--- src/rtl/twenty_bit_serial_adder_pkg.sv ---
// Shared width and control-state encodings for the twenty-bit serial
// arithmetic family (adder and subtractor use the same definitions).
package twenty_bit_serial_adder_pkg;

    localparam int WIDTH = 20;

    typedef enum logic {
        IDLE = 1'b0,
        RUN  = 1'b1
    } state_t;

endpackage

--- src/rtl/twenty_bit_serial_adder_digit_adder.sv ---
// One DIGIT_W-bit ripple-carry slice; the serial adder reuses it once per
// digit, threading the carry through a register between cycles.
module digit_adder #(
    parameter int DIGIT_W = 4
) (
    input  logic [DIGIT_W-1:0] i_a,
    input  logic [DIGIT_W-1:0] i_b,
    input  logic               i_cin,
    output logic [DIGIT_W-1:0] o_sum,
    output logic               o_cout
);

    always_comb begin : ripple
        logic carry;
        o_sum = '0;
        carry = i_cin;
        for (int k = 0; k < DIGIT_W; k++) begin
            o_sum[k] = i_a[k] ^ i_b[k] ^ carry;
            carry    = (i_a[k] & i_b[k]) | (carry & (i_a[k] ^ i_b[k]));
        end
        o_cout = carry;
    end

endmodule

--- src/rtl/twenty_bit_serial_adder.sv ---
// Twenty-bit adder that processes DIGIT_W bits per clock, LSB digit first,
// and publishes sum/carry atomically with a one-cycle done pulse.
module twenty_bit_serial_adder
    import twenty_bit_serial_adder_pkg::*;
#(
    parameter int DIGIT_W = 4
) (
    input  logic             clk,
    input  logic             rst,
    input  logic             start,
    input  logic [WIDTH-1:0] i0,
    input  logic [WIDTH-1:0] i1,
    output logic [WIDTH-1:0] s,
    output logic             cout,
    output logic             busy,
    output logic             done
);

    localparam int NDIG = WIDTH / DIGIT_W;
    localparam int CW   = $clog2(NDIG + 1);

    state_t             r_state;
    state_t             w_nextState;
    logic [WIDTH-1:0]   r_opA;
    logic [WIDTH-1:0]   r_opB;
    logic [WIDTH-1:0]   r_acc;
    logic [WIDTH-1:0]   r_sum;
    logic               r_carry;
    logic               r_cout;
    logic               r_done;
    logic [CW-1:0]      r_count;
    logic               w_load;
    logic               w_step;
    logic               w_last;
    logic [DIGIT_W-1:0] w_digSum;
    logic               w_digCout;
    logic [WIDTH-1:0]   w_accNext;

    digit_adder #(
        .DIGIT_W (DIGIT_W)
    ) u_digit (
        .i_a    (r_opA[DIGIT_W-1:0]),
        .i_b    (r_opB[DIGIT_W-1:0]),
        .i_cin  (r_carry),
        .o_sum  (w_digSum),
        .o_cout (w_digCout)
    );

    // New digit enters at the top so after NDIG steps the LSB digit sits at bit 0.
    assign w_accNext = WIDTH'({w_digSum, r_acc} >> DIGIT_W);

    always_ff @(posedge clk or posedge rst) begin
        if (rst) begin
            r_state <= IDLE;
        end else begin
            r_state <= w_nextState;
        end
    end

    always_comb begin
        w_nextState = r_state;
        w_load      = 1'b0;
        w_step      = 1'b0;
        w_last      = 1'b0;
        case (r_state)
            IDLE: begin
                if (start) begin
                    w_load      = 1'b1;
                    w_nextState = RUN;
                end
            end
            RUN: begin
                w_step = 1'b1;
                if (r_count == CW'(NDIG - 1)) begin
                    w_last      = 1'b1;
                    w_nextState = IDLE;
                end
            end
            default: w_nextState = IDLE;
        endcase
    end

    always_ff @(posedge clk or posedge rst) begin
        if (rst) begin
            r_opA   <= '0;
            r_opB   <= '0;
            r_acc   <= '0;
            r_sum   <= '0;
            r_carry <= 1'b0;
            r_cout  <= 1'b0;
            r_done  <= 1'b0;
            r_count <= '0;
        end else begin
            r_done <= w_last;
            if (w_load) begin
                r_opA   <= i0;
                r_opB   <= i1;
                r_acc   <= '0;
                r_carry <= 1'b0;
                r_count <= '0;
            end else if (w_step) begin
                r_opA   <= r_opA >> DIGIT_W;
                r_opB   <= r_opB >> DIGIT_W;
                r_acc   <= w_accNext;
                r_carry <= w_digCout;
                r_count <= r_count + CW'(1);
                if (w_last) begin
                    r_sum  <= w_accNext;
                    r_cout <= w_digCout;
                end
            end
        end
    end

    assign s    = r_sum;
    assign cout = r_cout;
    assign busy = (r_state == RUN);
    assign done = r_done;

endmodule

--- config.mk ---
export PLATFORM = sky130hd
export DESIGN_NAME = twenty_bit_serial_adder
export DESIGN_NICKNAME = d
export VERILOG_FILES = /design/src/rtl/twenty_bit_serial_adder_pkg.sv /design/src/rtl/twenty_bit_serial_adder_digit_adder.sv /design/src/rtl/twenty_bit_serial_adder.sv
export SDC_FILE = /design/constraint.sdc
export NUM_CORES = 1
export LEC_CHECK = 0
export ABC_AREA = 1
export BUFFER_PORTS_ARGS = -buffer_cell sky130_fd_sc_hd__buf_2
export CORE_MARGIN = 2
export CORE_UTILIZATION = 40
export CTS_BUF_LIST = sky130_fd_sc_hd__clkbuf_8
export CTS_CLUSTER_SIZE = 25
export DETAILED_ROUTE_END_ITERATION = 12
export PLACE_DENSITY = 0.61
export SYNTH_ARGS = -nofsm -noshare
export SYNTH_HDL_FRONTEND = slang
export SYNTH_HIERARCHICAL = 1
export SYNTH_SLANG_ARGS = --single-unit
--- constraint.sdc ---
create_clock -name clk -period 3.9 [get_ports clk]
set_input_delay 0.78 -clock clk [delete_from_list [all_inputs] [get_ports clk]]
set_output_delay 0.78 -clock clk [all_outputs]
set_load 0.03 [all_outputs]
Word-level counts from Yosys, hierarchy flattened
Index checks and enable logic that the tools add are counted.
{ "op_classes": {"n_eq_ne": 1, "bitwise_logic": 22, "n_reduce_logical": 2, "add_sub_neg": 1, "n_mux": 17} }
{ "op_table": {"columns": ["cell", "count"], "rows": [
  ["20-bit 2-to-1 mux", 6],
  ["1-bit AND", 8],
  ["1-bit 2-to-1 mux", 8],
  ["1-bit XOR", 8],
  ["3-bit 2-to-1 mux", 2],
  ["1-bit OR", 4],
  ["3-bit by 1-bit adder with 3-bit output (second input constant)", 1],
  ["3-bit equality test (second input constant)", 1],
  ["3-bit AND reduction", 1],
  ["1-bit inverter", 2],
  ["1-bit case mux with 2 select lines", 1],
  ["2-bit nonzero test", 1]
]} }
{ "word_totals": {"out_inout_bits": 23, "ff_bits": 87} }

Depth between registers and ports, before layout
Gate-level depths: netlist (run 1).
{ "logic_depth": {"ltp_word": 11, "depth_mapped": 10} }

By module
Netlist (run 1), hierarchy kept.
{ "modules_own_cells": {"columns": ["module", "cells_each", "instances", "area_per_inst_um2", "seq_area_each_um2"], "rows": [
  ["twenty_bit_serial_adder", 356, 1, 3514.6, 2077.0],
  ["digit_adder", 14, 1, 117.6, 0.0]
]} }

Least setup slack after synthesis (run 1)
Ideal clock, no wire load.
{ "synth_timing": {"path_kind": "reg2reg", "from": "register r_opA[0]", "to": "register r_acc[19]", "n_path_buf": 0, "path_slack_ns": 1.753, "path_stages_with_launch": 11, "t_required_ns": 3.818, "arrival_time_ns": 2.064, "period_less_slack_ns": 2.147, "path_cell_list": "dfrtp_1 > fa_1 > inv_1 > fa_1 > inv_1 > fa_1 > inv_1 > fa_1 > inv_1 > inv_1 > o22ai_1"} }
{ "synth_between": {"elab_chain_cells": 10} }
{ "synth_rtl": {"columns": ["item", "line_no", "source"], "rows": [
  ["start, declared", "twenty_bit_serial_adder.sv:24", "logic [WIDTH-1:0] r_opA;"],
  ["start signal, assigned", "twenty_bit_serial_adder.sv:96", "r_opA <= i0;"],
  ["start signal, assigned", "twenty_bit_serial_adder.sv:102", "r_opA <= r_opA >> DIGIT_W;"],
  ["1-bit XOR", "twenty_bit_serial_adder_digit_adder.sv:19", "carry = (i_a[k] & i_b[k]) | (carry & (i_a[k] ^ i_b[k]));"],
  ["1-bit AND", "twenty_bit_serial_adder_digit_adder.sv:19", null],
  ["1-bit OR (*)", "twenty_bit_serial_adder_digit_adder.sv:19", null],
  ["1-bit AND (*)", "twenty_bit_serial_adder_digit_adder.sv:19", null],
  ["1-bit OR (*)", "twenty_bit_serial_adder_digit_adder.sv:19", null],
  ["1-bit AND (*)", "twenty_bit_serial_adder_digit_adder.sv:19", null],
  ["1-bit OR (*)", "twenty_bit_serial_adder_digit_adder.sv:19", null],
  ["1-bit XOR (*)", "twenty_bit_serial_adder_digit_adder.sv:18", "o_sum[k] = i_a[k] ^ i_b[k] ^ carry;"],
  ["via w_digSum[3]", "twenty_bit_serial_adder.sv:35", "logic [DIGIT_W-1:0] w_digSum;"],
  ["20-bit 2-to-1 mux (*)", "twenty_bit_serial_adder.sv:101", "end else if (w_step) begin"],
  ["20-bit 2-to-1 mux (*)", "twenty_bit_serial_adder.sv:95", "if (w_load) begin"],
  ["end signal, assigned", "twenty_bit_serial_adder.sv:104", "r_acc <= w_accNext;"],
  ["end, declared", "twenty_bit_serial_adder.sv:26", "logic [WIDTH-1:0] r_acc;"]
]} }
Mark *: on every way through the listed nets, which the timed path passes. The rest lies on a longest branch. The select of a mux whose other input is x is not followed.
A chain may end at the register's enable or synchronous reset.

Worst setup path after layout (run 1)
{ "layout_timing": {"from": "register r_state, in the netlist busy", "to": "output port busy"} }
{ "layout_lines": {"columns": ["item", "line_no", "source"], "rows": [
  ["start, declared", "twenty_bit_serial_adder.sv:22", "state_t r_state;"],
  ["start signal, assigned", "twenty_bit_serial_adder.sv:56", "r_state <= w_nextState;"],
  ["end, declared", "twenty_bit_serial_adder.sv:15", "output logic busy,"]
]} }
No word-level cell between the ends.

==> results.sh, run 1 <==
export IMPL_yosysWarnings=6
export IMPL_drc=0
export IMPL_vias_per_cell=4.74
export IMPL_cts_tree="done"
export IMPL_antenna_found_initial=0
export IMPL_rsz0062_at_grt="false"
export IMPL_grt_pass1_vias=2486
export IMPL_r2r_start="r_opA[0]"
export IMPL_clock_sinks=83
export IMPL_cp_max_fo=35
export IMPL_critPathArrivalTime_ps=1470
export IMPL_drtPass1Iterations=4
export IMPL_min_path_cells=2
export IMPL_p_leak_nw=2.18
export IMPL_post_route_min_period_ps=2250
export IMPL_die_area_um2=9860
export IMPL_cts_buffers=9
export IMPL_p_per_area_nw_per_um2=800
export IMPL_netlist_area_um2=3630
export IMPL_fin_crit_sh_pct=57.8
export IMPL_synth_cell_types=20
export IMPL_cts_hold_buffers=0
export IMPL_outcome="finished clean"
export IMPL_regArea_um2=2080
export IMPL_dieWidth_um=99.3
export IMPL_ir_drop_mv=0.222
export IMPL_cp_startpoint="busy"
export IMPL_setup_viol=0
export IMPL_ff2ff_setup_slack_ps=1680
export IMPL_drv_slew=0
export IMPL_setup_tns_ps=0
export IMPL_wl_per_cell_um=12.1
export IMPL_seq_area_frac_synth_pct=57.2
export IMPL_synth_seq_cells=83
export IMPL_hold_ws_ps=474
export IMPL_synth_top_cell_by_area="dfrtp_1"
export IMPL_h_tree_depth=3
export IMPL_cts_root_buf="clkbuf_8"
export IMPL_layout_area_overhead_vs_synth_pct=14.8
export IMPL_fin_skew_ps=7.25
export IMPL_port_buffers=65
export IMPL_endpoint="busy"
export IMPL_post_place_ws_ps=1670
export IMPL_start_util_pct=41.4
export IMPL_tightestPinTransition_ps=1060
export IMPL_core_area_um2=8760
export IMPL_gp_congestion=0.722
export IMPL_io_pins=66
export IMPL_reg2reg_to="r_acc[19]"
export IMPL_cts_resized=0
export IMPL_fmax_ghz=0.444
export IMPL_grt_pass1_wl_um=11300
export IMPL_worst_setup_path_start_kind="register"
export IMPL_cts_path_max_buffers=2
export IMPL_reg2reg_depth=10
export IMPL_max_stage_delay_ps=430
export IMPL_synth_area_leaders="dfrtp_1 (57%), nand2_1 (15%), o21ai_2 (5.1%)"
export IMPL_worstSetupPathType="register to output pin"
export IMPL_worstPathRequired_ps=3120
export IMPL_grt_max_degree=64
export IMPL_grt_usage_pct=14.3
export IMPL_path_cells="buf_4, buf_2"
export IMPL_vias=2568
export IMPL_cts_setup_buffers=0
export IMPL_detail_route_wirelength_um=6550
export IMPL_clk_pin_slew_ps=70
export IMPL_end_kind="output pin"
export IMPL_clk_latency_ps=350
export IMPL_crit_path_top_delay_cell="dfrtp_1"
export IMPL_relSlewSlack_pct=29.3
export IMPL_drtIter0Drc=131
export IMPL_final_util_pct=47.6
export IMPL_timing_final_ws_setup_ps=1650
export IMPL_nets=480
export IMPL_synth_top_area_share_pct=57.2
export IMPL_drive_above_1_share_pct=27.4
export IMPL_finalHoldViolations=0
export IMPL_drv_cap=0
export IMPL_grt_ovfl_total=0
export IMPL_n_antenna_cell=0
export IMPL_multiInputGateArea_um2=1240
export IMPL_fillers=866
export IMPL_dpl_hpwl_um=4380
export IMPL_rows=34
export IMPL_syn_area_per_cell_um2=9.82
export IMPL_syn_nets=419
export IMPL_die_h_um=99.3
export IMPL_ant_nets=0
export IMPL_hp_class="register to register"
export IMPL_syn_inst=370
## flip-flops by register name (all words and copies together), names as in the netlist
signal and count:
cout 1, s 20, r_carry 1, r_opA 20
r_opB 20, done 1, busy 1, r_acc 16
r_count 3
## cells in the mapped netlist (all sizes together)
cell   count
nand2    147
dfrtp     83
inv       39
nand3     33
o21ai     24
buf       18
o22ai     16
fa         4
nor2       3
ha         2
a21oi      1
## final cells by class
class	count	share of cell area, %
clock buffers	11	3.63
flip-flops and latches	83	49.8
repair buffers	68	8.34
clock inverters	3	1.53
multi-input cells	230	29.7
inverters	39	3.78
well taps	108	3.24
## worst max-delay path, delay by kind of cell, from the launching register on
kind	cells	cell delay (ps)
flops	1	430
buf+inv	2	700
## cells by family after synthesis
logic type	share of synthesized area [%]
AOI/OAI and AO/OA	10.1
adders and majority gates	2.89
buffers and inverters	8.78
DFF	57.2
and+or+nand+nor	21.0
## stage by stage
stage               total power [mW]  area [µm²]  cells
finish                          3.34        4170    542
global route                    3.60        4170    542
CTS                             3.39        4170    542
global placement                2.68        3950    528
detailed placement              2.72        3950    528
floorplan                       2.48        3630    370
## placed cells by master, fill, tap and decap left out, types with 2 or more instances in the layout
master     count
buf_2         65
buf_4          3
bufinv_16      2
clkbuf_8      11
dfrtp_1       83
fa_1           4
ha_1           2
inv_1         36
inv_4          2
nand2_1      146
nand3_1       32
nor2_1         2
o21ai_0        3
o21ai_2       21
o22ai_1        6
o22ai_2       10
## report_power, final
part | total (mW) | internal [mW] | leakage, nW | switching (mW)
Clock | 0.667 | 0.387 | 0.113 | 0.280
Sequential | 1.36 | 1.20 | 1.09 | 0.164
Combinational | 1.31 | 0.428 | 0.974 | 0.879
Total | 3.34 | 2.01 | 2.18 | 1.32
## how the worst min path moves through the flow
stage / start / endpoint
floorplan: r_opA[16] / r_opA[16]
global placement: s[17] / s[17]
detailed placement: s[4] / s[4]
CTS: s[4] / s[4]
global route: s[0] / s[0]
finish: s[4] / s[4]
## layer usage
metal	track usage, %	up-vias	part of all wire, %
met2	23.5	61	47
met1	18.2	1218	46
met4	4.43	0	1.1
li1	-	1279	-
met3	4.50	10	5.8
met5	0	-	0
(Power assumes the default switching activity.)
==> inputs of run 2 (changes only) <==
--- a/config.mk
+++ b/config.mk
@@ -12,7 +12,7 @@
 export CTS_BUF_LIST = sky130_fd_sc_hd__clkbuf_8
 export CTS_CLUSTER_SIZE = 25
 export DETAILED_ROUTE_END_ITERATION = 12
-export PLACE_DENSITY = 0.61
+export PLACE_DENSITY = 0.63
 export SYNTH_ARGS = -nofsm -noshare
 export SYNTH_HDL_FRONTEND = slang
 export SYNTH_HIERARCHICAL = 1
==> constraint.sdc (replaced) <==
create_clock -name clk -period 1.85 [get_ports clk]
set_input_delay 0.37 -clock clk [delete_from_list [all_inputs] [get_ports clk]]
set_output_delay 0.37 -clock clk [all_outputs]
set_load 0.03 [all_outputs]
==> run 2 against run 1 <==
The flow now finishes with violations (setup timing). First-iteration DRC count fell by 17%. Setup slack lost 2000 ps. Critical path depth increased by 8. Die area unchanged. Via count increased by 0.97%. Count of clock-buffer cells in the layout fell by 1. Hold slack lost 450 ps. Non-clock buffer count rose by 4. Clock power up 100%. Combinational power up 120%. Sequential power up 110%. Critical endpoint is now r_acc[19].
==> results.sh, run 2 (synthesis results as in run 1) <==
export IMPL_path_cells="fa_2, inv_2, fa_2, inv_2, fa_2, inv_2, fa_1, inv_1, inv_2, o22ai_1"
export IMPL_p_per_area_nw_per_um2=1670
export IMPL_hold_ws_ps=19.9
export IMPL_rsz0062_at_grt="true"
export IMPL_timing_final_ws_setup_ps=-307
export IMPL_ant_nets=0
export IMPL_post_place_ws_ps=-307
export IMPL_h_tree_depth=3
export IMPL_violations="setup timing"
export IMPL_start_util_pct=41.4
export IMPL_comb_power_share_pct=40.1
export IMPL_cts_path_max_buffers=2
export IMPL_end_kind="register"
export IMPL_detail_route_wirelength_um=6740
export IMPL_drv_slew=0
export IMPL_die_area_um2=9860
export IMPL_hp_class="input pin to async pin"
export IMPL_worst_setup_path_start_kind="register"
export IMPL_mostFrequentLayoutCells="nand2_1 (146), dfrtp_1 (82), buf_2 (65)"
export IMPL_dp_cells=532
export IMPL_grt_pass1_wl_um=11700
export IMPL_clk_pin_slew_ps=80
export IMPL_worstSetupPathType="register to register"
export IMPL_post_route_min_period_ps=2160
export IMPL_wl_per_cell_um=12.3
export IMPL_io_pins=66
export IMPL_grt_ovfl_total=0
export IMPL_drtPass1Iterations=4
export IMPL_fmax_ghz=0.464
export IMPL_cts_setup_buffers=0
export IMPL_n_antenna_cell=0
export IMPL_netSwitchingPower_mw=2.91
export IMPL_rows=34
export IMPL_dieWidth_um=99.3
export IMPL_layout_area_overhead_vs_synth_pct=17.2
export IMPL_drv_cap=0
export IMPL_p_clk_share_pct=18.9
export IMPL_seqPwrFrac_pct=41.0
export IMPL_cp_max_fo=2
export IMPL_grt_usage_pct=14.7
export IMPL_p_int_mw=4.21
export IMPL_total_power_mw=7.12
export IMPL_vias_per_cell=4.73
export IMPL_drive_above_1_share_pct=31.1
export IMPL_tightestPinTransition_ps=437
export IMPL_layoutNonFillerInstCount=548
export IMPL_clk_latency_ps=350
export IMPL_antenna_found_initial=0
export IMPL_drc=0
export IMPL_worstPathRequired_ps=2120
export IMPL_crit_path_top_delay_cell="dfrtp_1"
export IMPL_p_leak_nw=2.19
export IMPL_grt_pass1_vias=2509
export IMPL_final_common_cell="nand2_1"
export IMPL_cts_tree="done"
export IMPL_cts_root_buf="clkbuf_8"
export IMPL_die_h_um=99.3
export IMPL_nets=484
export IMPL_finalHoldViolations=0
export IMPL_p_sw_share_pct=40.9
export IMPL_setup_viol=4
export IMPL_core_area_um2=8760
export IMPL_clock_sinks=83
export IMPL_fin_crit_sh_pct=117
export IMPL_outcome="finished with violations"
export IMPL_ir_drop_mv=0.619
export IMPL_max_stage_delay_ps=410
export IMPL_cts_hold_buffers=0
export IMPL_dpl_hpwl_um=4620
export IMPL_vias=2593
export IMPL_cts_buffers=9
export IMPL_gp_congestion=0.743
export IMPL_drtIter0Drc=109
export IMPL_critPathArrivalTime_ps=2430
export IMPL_port_buffers=65
export IMPL_crit_top_cell="inv_2"
export IMPL_grt_max_degree=41
export IMPL_fin_skew_ps=9.80
export IMPL_relSlewSlack_pct=70.8
[run 2: layout make-up]
class / instances / area, µm²
fillers: 863 / 4510
flip-flops and latches: 83 / 2080
multi-input cells: 230 / 1250
repair buffers: 72 / 428
inverters: 39 / 160
clock buffers: 10 / 138
well taps: 108 / 135
clock inverters: 6 / 71.3
[run 2: per-stage QoR]
stage / TNS [ps] / utilization (%) / area (µm²)
3_5_place_dp: -722 / 46.1 / 4040
4_1_cts: -704 / 48.5 / 4250
5_1_grt: -1070 / 48.6 / 4260
3_3_place_gp: -566 / 46.1 / 4040
2_1_floorplan: -465 / - / 3640
6_report: -628 / 48.6 / 4260
[run 2: critical path, delay by kind of cell (launching register included)]
| family | cells | cell delay, ps |
|---|---|---|
| flops | 1 | 410 |
| buf+inv | 5 | 270 |
| compound gates | 1 | 130 |
| fa+ha+maj | 4 | 1290 |
[run 2: what timing repair did]
action / 4_1_cts / 5_1_grt
endpoints found under the setup margin: 6 / 6
endpoints found under the hold margin: 0 / 0
pin swaps: 2 / 1
gates resized for setup: 5 / 1
[run 2: power groups by stage]
stage | Combinational, mW | Sequential, mW | Clock (mW)
global route | 3.20 | 3.01 | 1.47
global placement | 2.83 | 2.93 | 0
detailed placement | 2.89 | 2.96 | 0
CTS | 2.91 | 2.93 | 1.40
finish | 2.85 | 2.92 | 1.35
floorplan | 1.98 | 3.26 | 0
[run 2: routing by layer]
| layer | track usage [%] | share of wire (%) |
|---|---|---|
| met3 | 4.85 | 5.9 |
| met2 | 22.6 | 46 |
| met4 | 3.79 | 0.90 |
| met5 | 0 | 0 |
| met1 | 20.1 | 47 |
[run 2: final timing paths]
path | end | slack [ps] | cells past startpoint | from
worst max-delay path | r_acc[19] | -310 | 10 | r_opA[0]
worst min-delay path | s[12] | 20 | 2 | rst
worst max register to register | r_acc[19] | -310 | 10 | r_opA[0]
worst min register to register | s[5] | 480 | 2 | s[5]
max in group asynchronous | r_opB[0] | 1320 | 3 | rst
min in group clk | r_opA[18] | 200 | 3 | i0[18]
